===== src/rtl/mem_reg_write_buffer.sv =====
// In-order store FIFO feeding the memory register bank (addresses BASE_ADDR..TOP_ADDR),
// with youngest-first forwarding. Define MEM_REG_WB_COALESCE_EN to merge back-to-back stores to one address.
module mem_reg_write_buffer #(
    parameter int DEPTH     = 4,
    parameter int ADDR_W    = 16,
    parameter int DATA_W    = 16,
    parameter int BASE_ADDR = 32,
    parameter int TOP_ADDR  = 63,
    localparam int PTR_W    = $clog2(DEPTH),
    localparam int CNT_W    = PTR_W + 1
) (
    input  logic              d,
    input  logic              reset,
    input  logic              push,
    input  logic [ADDR_W-1:0] push_addr,
    input  logic [DATA_W-1:0] push_data,
    input  logic              drain_en,
    output logic              full,
    output logic              empty,
    output logic [CNT_W-1:0]  count,
    output logic              addr_err,
    output logic              overflow,
    output logic              mem_reg_write,
    output logic [ADDR_W-1:0] write_address,
    output logic [DATA_W-1:0] write_data,
    input  logic [ADDR_W-1:0] fwd_addr,
    output logic              fwd_hit,
    output logic [DATA_W-1:0] fwd_data
);

    logic [ADDR_W-1:0] addr_q [DEPTH];
    logic [DATA_W-1:0] data_q [DEPTH];
    logic [DEPTH-1:0]  valid_q;
    logic [PTR_W-1:0]  head_q, tail_q;
    logic [CNT_W-1:0]  count_q;
    logic              addr_err_q, overflow_q, mwr_q;
    logic [ADDR_W-1:0] waddr_q;
    logic [DATA_W-1:0] wdata_q;

    logic legal, full_w, empty_w, do_drain, do_enq, do_coal, drop;
    logic [PTR_W-1:0] fwd_idx;

    assign legal    = (push_addr >= ADDR_W'(BASE_ADDR)) && (push_addr <= ADDR_W'(TOP_ADDR));
    assign full_w   = (count_q == CNT_W'(DEPTH));
    assign empty_w  = (count_q == '0);
    assign do_drain = drain_en && !empty_w;

`ifdef MEM_REG_WB_COALESCE_EN
    logic [PTR_W-1:0] young;
    assign young   = tail_q - PTR_W'(1);
    // A draining single entry is already on its way out; a merge would be lost.
    assign do_coal = push && legal && !empty_w && valid_q[young] && (addr_q[young] == push_addr)
                     && !((count_q == CNT_W'(1)) && do_drain);
`else
    assign do_coal = 1'b0;
`endif

    // Full is judged before this edge's drain, so a push meeting a full buffer is always lost.
    assign do_enq = push && legal && !do_coal && !full_w;
    assign drop   = push && legal && !do_coal && full_w;

    always_ff @(posedge d or negedge reset) begin
        if (!reset) begin
            head_q     <= '0;
            tail_q     <= '0;
            count_q    <= '0;
            valid_q    <= '0;
            addr_err_q <= 1'b0;
            overflow_q <= 1'b0;
            mwr_q      <= 1'b0;
            waddr_q    <= '0;
            wdata_q    <= '0;
            for (int i = 0; i < DEPTH; i++) begin
                addr_q[i] <= '0;
                data_q[i] <= '0;
            end
        end else begin
            addr_err_q <= push && !legal;
            if (drop) overflow_q <= 1'b1;
            mwr_q <= do_drain;
            if (do_drain) begin
                waddr_q         <= addr_q[head_q];
                wdata_q         <= data_q[head_q];
                valid_q[head_q] <= 1'b0;
                head_q          <= head_q + PTR_W'(1);
            end
            if (do_enq) begin
                addr_q[tail_q]  <= push_addr;
                data_q[tail_q]  <= push_data;
                valid_q[tail_q] <= 1'b1;
                tail_q          <= tail_q + PTR_W'(1);
            end
`ifdef MEM_REG_WB_COALESCE_EN
            if (do_coal) data_q[young] <= push_data;
`endif
            count_q <= count_q + CNT_W'(do_enq) - CNT_W'(do_drain);
        end
    end

    // Walk oldest to youngest so the last match found is the newest store.
    always_comb begin
        fwd_hit  = 1'b0;
        fwd_data = '0;
        fwd_idx  = '0;
        for (int i = 0; i < DEPTH; i++) begin
            fwd_idx = head_q + PTR_W'(i);
            if (valid_q[fwd_idx] && (addr_q[fwd_idx] == fwd_addr)) begin
                fwd_hit  = 1'b1;
                fwd_data = data_q[fwd_idx];
            end
        end
    end

    assign full          = full_w;
    assign empty         = empty_w;
    assign count         = count_q;
    assign addr_err      = addr_err_q;
    assign overflow      = overflow_q;
    assign mem_reg_write = mwr_q;
    assign write_address = waddr_q;
    assign write_data    = wdata_q;

endmodule


===== config.mk =====
export PLATFORM = sky130hd
export DESIGN_NAME = mem_reg_write_buffer
export DESIGN_NICKNAME = d
export VERILOG_FILES = /design/src/rtl/mem_reg_write_buffer.sv
export SDC_FILE = /design/constraint.sdc
export NUM_CORES = 1
export LEC_CHECK = 0
export BUFFER_PORTS_ARGS = -buffer_cell sky130_fd_sc_hd__buf_4
export CORE_MARGIN = 1
export CORE_UTILIZATION = 40
export CTS_CLUSTER_DIAMETER = 50
export DETAILED_ROUTE_END_ITERATION = 10
export PLACE_DENSITY = 0.6
export REMOVE_ABC_BUFFERS = 1
export SLEW_MARGIN = 20
export SYNTH_ARGS = -nofsm -noshare
export SYNTH_HDL_FRONTEND = slang
export SYNTH_SLANG_ARGS = --single-unit

===== constraint.sdc =====
create_clock -name d -period 7.41 [get_ports d]
set_input_delay 1.482 -clock d [delete_from_list [all_inputs] [get_ports d]]
set_output_delay 1.482 -clock d [all_outputs]
set_load 0.01 [all_outputs]

==> flow_summary.toml, run 1 <==
[global_route]
met2_usage = 0.341
grt_max_degree = 144
grt_use_total = 0.209
busiest_layer = "met2"
grt_pass1_vias = 7877
gr-usage-met3 = 0.0316
antenna_found_initial = 0
grt_pass1_wl_um = 46000
grt_overflow = 0
met1_usage = 0.291

[sta]
fin_skew_ps = 11.9
hold_viol_final = 0
rsz0062_at_grt = "false"
timing.final.ws_setup_ps = 527
fin_setup_tns_ps = 0
fmax_mhz = 145
setup_viol = 0
tightest_slew_ps = 998
period_needed_ps = 6880
period_share = 0.929
worst_slew_margin_rel = 0.335
slew_violations = 0

[logic_synthesis]
synth_seq_cells = 174
synth_ff_type = "dfrtp_1"
ys_types = 58
yosysSeqAreaShare = 0.385
yosysTopAreaCellShare = 0.385
synth_cells = 888
netlist_top_cells_area = "dfrtp_1, mux4_2, mux2_2, xnor2_1, mux2i_1"
async_reset_ff_frac = 1.00
synth_area_um2 = 11300
yosysTopAreaCell = "dfrtp_1"
ys_warn_count = 0
synth-edff-count = 0
avgSynthCellArea_um2 = 12.7

[cells_and_area]
syn2layout_area_growth_pct = 14.9
antenna_cells = 0
layout.nets = 1011
final_common_cell = "dfrtp_1"
final_cell_mix = "dfrtp_1, buf_4, mux4_2"
drive_above_1_share = 0.380

[clock_tree]
holdBufCountCts = 0
clock_tree.buffer_depth = 2
post-cts-setup-buffer-count = 0
clock_sinks = 174
ctsResizeCount = 0
cts_buffers = 17
path_clk_slew_ps = 60
clock-root-buffer = "clkbuf_16"
clock_latency_ps = 430
htree_levels = 4
cts_tree = "yes"

[worst_setup_path]
path_max_fanout = 56
required_ps = 5930
critPathLaunchType = "flop"
end_kind = "output port"
crit_type = "reg2out"
worstPathArrival_ps = 5400

[placed_design]
dp.final_hpwl_um = 18600
gp_congestion = 0.885
preCtsSetupSlack_ps = 989
io_buffers = 108

[run_status]
outcome = "finished clean"

[min_path]
worstHoldPathType = "reg2reg"

[run]
drv_cap = 0

[power]
irDropWorstVdd_mv = 0.371
p_comb_frac = 0.357
swShare = 0.337
power.share.clock = 0.320
leakage_nw = 6.05
p_int_mw = 2.04
cellPowerDensity_nw_per_um2 = 237
power_switching_mw = 1.04
seq_power_share = 0.323

[detailed_routing]
dr.pass1.iters = 5
wl_per_cell_um = 21.3
vias_per_cell = 5.71
routed_wl_um = 28500
post-route-drc-count = 0
vias = 7649
drt-initial-drc-count = 473
postRouteAntennaNets = 0

[floorplanning]
core_um2 = 27800
dieArea_um2 = 29000
ios = 109
start_util = 0.407
die_y_um = 170
num_rows = 61
die_w_um = 170
## layout make-up
class                   instances  area (um2)
clock inverters                11         180
fillers                      2555       14800
inverters                      15        56.3
multi-input cells             617        6530
well taps                     378         473
clock buffers                  21         460
flip-flops and latches        174        4360
repair buffers                123         940
## synthesized netlist by cell type, types with 3 or more instances
cell	n
a211o_1	16
inv_1	14
nand4_1	8
xnor2_1	57
buf_6	3
o21ai_0	9
ha_1	10
mux4_1	13
and2_1	5
mux2_2	89
nand3_1	6
o221a_1	9
buf_2	19
nor2b_1	42
buf_1	7
clkbuf_1	47
mux2i_1	36
nor3_1	4
nor2_1	14
xor2_1	10
mux4_2	101
nor4_1	4
buf_4	4
or2_2	4
dfrtp_1	174
o221a_2	7
and3_1	17
a21oi_1	4
nand2_1	94
a2111oi_0	4
a21o_1	4
a31oi_1	3
nand2b_1	20
## power by group through the flow
stage	registers, mW	clock network, mW	logic (mW)
after floorplan	1.21	0	0.680
after global placement	1.01	0	1.11
after detailed placement	1.01	0	1.12
after CTS	0.996	1.01	1.12
after global routing	0.999	1.04	1.20
final	0.995	0.984	1.10
## flip-flops by register name, summed over array words and instances (netlist names)
name / cells
tail_q: 2
write_data: 16
count: 3
write_address: 16
mem_reg_write: 1
data_q: 64
addr_err: 1
valid_q: 4
addr_q: 64
overflow: 1
head_q: 2
## critical path, cell delays in order (launching register included)
cell	delay, ps
dfrtp_4	490
inv_1	480
ha_4	850
mux4_2	610
xnor2_1	240
nand4_1	120
a2111oi_0	530
nand3_1	770
and3_1	400
o221a_2	290
buf_4	150
## kinds of logic after synthesis
family                   share of synthesized area
buffers and inverters                       0.0405
flip-flops                                   0.385
AO/OA/AOI/OAI                               0.0553
multiplexers                                 0.352
AND/OR/NAND/NOR                              0.103
adder cells (fa/ha/maj)                     0.0128
XOR/XNOR                                    0.0519
## worst paths after layout
path / endpoint / cells past startpoint / from / slack (ps)
min in group asynchronous: data_q[6] / 1 / reset / 990
worst min-delay path: write_address[10] / 2 / write_address[10] / 470
max in group asynchronous: head_q[0] / 2 / reset / 5120
worst max register to register: count[2] / 11 / count[1] / 3910
worst min register to register: write_address[10] / 2 / write_address[10] / 470
worst max-delay path: fwd_data[15] / 10 / head_q[0] / 530
## metrics by stage
stage          instance area [um2]   util  hold WS (ps)  instances  total power [mW]
2_1_floorplan                10900      -           490        806              1.89
3_3_place_gp                 12400  0.445           460       1307              2.12
3_5_place_dp                 12400  0.445           462       1307              2.13
4_1_cts                      13000  0.468           477       1339              3.12
5_1_grt                      13000  0.468           501       1339              3.24
6_report                     13000  0.468           469       1339              3.08
## layer usage
metal | wire, um | up-vias
met5 | 0 | -
li1 | - | 3438
met1 | 12900 | 4000
met2 | 14200 | 187
met3 | 1020 | 24
met4 | 376 | 0
(Power assumes the default switching activity.)
==> inputs of run 2 (changes only) <==
--- a/config.mk
+++ b/config.mk
@@ -7,10 +7,10 @@
 export LEC_CHECK = 0
 export BUFFER_PORTS_ARGS = -buffer_cell sky130_fd_sc_hd__buf_4
 export CORE_MARGIN = 1
-export CORE_UTILIZATION = 40
+export CORE_UTILIZATION = 59
 export CTS_CLUSTER_DIAMETER = 50
 export DETAILED_ROUTE_END_ITERATION = 10
-export PLACE_DENSITY = 0.6
+export PLACE_DENSITY = 0.81
 export REMOVE_ABC_BUFFERS = 1
 export SLEW_MARGIN = 20
 export SYNTH_ARGS = -nofsm -noshare
==> constraint.sdc (replaced) <==
create_clock -name d -period 7.15 [get_ports d]
set_input_delay 1.43 -clock d [delete_from_list [all_inputs] [get_ports d]]
set_output_delay 1.43 -clock d [all_outputs]
set_load 0.01 [all_outputs]
==> run 2 against run 1 <==
Count of clock-buffer cells in the layout fell by 1. Utilization rose by 21 points. Design area fell by 1.5%. Sequential share of layout area rose by 0.50 points. Power rose by 2.3%. Combinational power barely moved. Largest cell class unchanged. Largest power group unchanged.
==> flow_summary.toml, run 2 (synthesis gave the netlist of run 1 again) <==
[placed_design]
io_buffers = 108
place_inst = 1164
dp.final_hpwl_um = 16800
gp_congestion = 0.874
preCtsSetupSlack_ps = 1150

[floorplanning]
ios = 109
start_util = 0.603
dieArea_um2 = 19700
num_rows = 50
die_w_um = 140
die_y_um = 140
core_um2 = 18800

[detailed_routing]
vias = 7898
postRouteAntennaNets = 0
dr.pass1.iters = 7
wl_met2_um = 13500
top_layer_used = "met4"
wl_per_cell_um = 22.7
met1_length_um = 11400
wl_met3_um = 1600
drt-initial-drc-count = 746
post-route-drc-count = 0
routed_wl_um = 27200
vias_per_cell = 6.60

[sta]
fmax_mhz = 153
tightest_slew_ps = 990
slew_violations = 0
period_needed_ps = 6520
timing.hold.ws_ps = 475
hold_viol_final = 0
period_share = 0.912
timing.final.ws_setup_ps = 631
rsz0062_at_grt = "false"
setup_viol = 0
fin_setup_tns_ps = 0
fin_skew_ps = 7.83
worst_slew_margin_rel = 0.340

[worst_setup_path]
worstPathArrival_ps = 5090
crit_type = "reg2out"
reg2reg_to = "count[2]"
r2r_cells = 11
critPathLaunchType = "flop"
reg2reg_setup_slack_ps = 3950
timing.rr.start = "count[1]"
path_max_fanout = 56
required_ps = 5720
end_kind = "output port"

[cells_and_area]
reg_top3 = "addr_q (64), data_q (64)"
fin_util = 0.682
layout.nets = 1012
drive_above_1_share = 0.378
layout.cells.non_filler = 1196
final_cell_mix = "dfrtp_1, buf_4, mux4_2"
syn2layout_area_growth_pct = 13.2
final_common_cell = "dfrtp_1"
antenna_cells = 0

[global_route]
grt_overflow = 0
grt_pass1_wl_um = 43800
grt_pass1_vias = 7841
grt_use_total = 0.293
grt_max_degree = 144
antenna_found_initial = 1

[clock_tree]
ctsResizeCount = 0
cts_buffers = 17
clock_sinks = 174
clock_tree.buffer_depth = 2
post-cts-setup-buffer-count = 0
clock_latency_ps = 440
clock-root-buffer = "clkbuf_16"
path_clk_slew_ps = 70
holdBufCountCts = 0
htree_levels = 4
cts_tree = "yes"

[power]
leakage_nw = 6.05
cellPowerDensity_nw_per_um2 = 246
irDropWorstVdd_mv = 0.296

[min_path]
min_path_cells = 2
holdPathEnd = "write_address[9]"
worstHoldPathType = "reg2reg"
holdCritStartpoint = "write_address[9]"

[run]
drv_cap = 0

[run_status]
outcome = "finished clean"
## run 2: layout make-up
cell class                      count  area (um2)
Multi-Input combinational cell    617        6520
Fill cell                        1343        5960
Sequential cell                   174        4360
Timing Repair Buffer              124         947
Clock buffer                       20         457
Tap cell                          234         293
Clock inverter                     12         169
Inverter                           15        56.3
## run 2: through the flow
step / cell area [um2] / power (mW)
detailed placement: 12200 / 2.18
CTS: 12800 / 3.17
floorplan: 10900 / 1.96
finish: 12800 / 3.15
global placement: 12200 / 2.16
global route: 12800 / 3.29
## run 2: how the worst max path moves through the flow
stage,endpoint,cells after the start,start,slack [ps]
after floorplan,fwd_data[0],9,head_q[0],-4580
after global placement,fwd_data[6],11,head_q[0],1230
after detailed placement,fwd_data[6],11,head_q[0],1150
after CTS,fwd_data[6],12,head_q[0],670
after global routing,fwd_data[6],12,head_q[0],310
final,fwd_data[6],11,head_q[0],630
## run 2: power breakdown
part	switching [mW]	leakage (nW)	internal (mW)
registers	0.0457	2.40	1.01
clock network	0.416	0.301	0.577
logic	0.607	3.34	0.491
total	1.07	6.05	2.08
## run 2: critical path, stage by stage, from the launching register on
cell and delay [ps]:
dfrtp_4 490, inv_1 460, ha_4 810, mux4_2 610, xnor2_1 200, nand2_1 90, a2111oi_0 500, and3_1 730
buf_4 280, a211o_1 130, o221a_1 180, buf_4 120
## run 2: routing by layer
metal / GRT usage / vias up
met5: 0 / -
met4: 0.103 / 0
met3: 0.0441 / 51
met2: 0.478 / 320
met1: 0.406 / 4086
li1: - / 3441
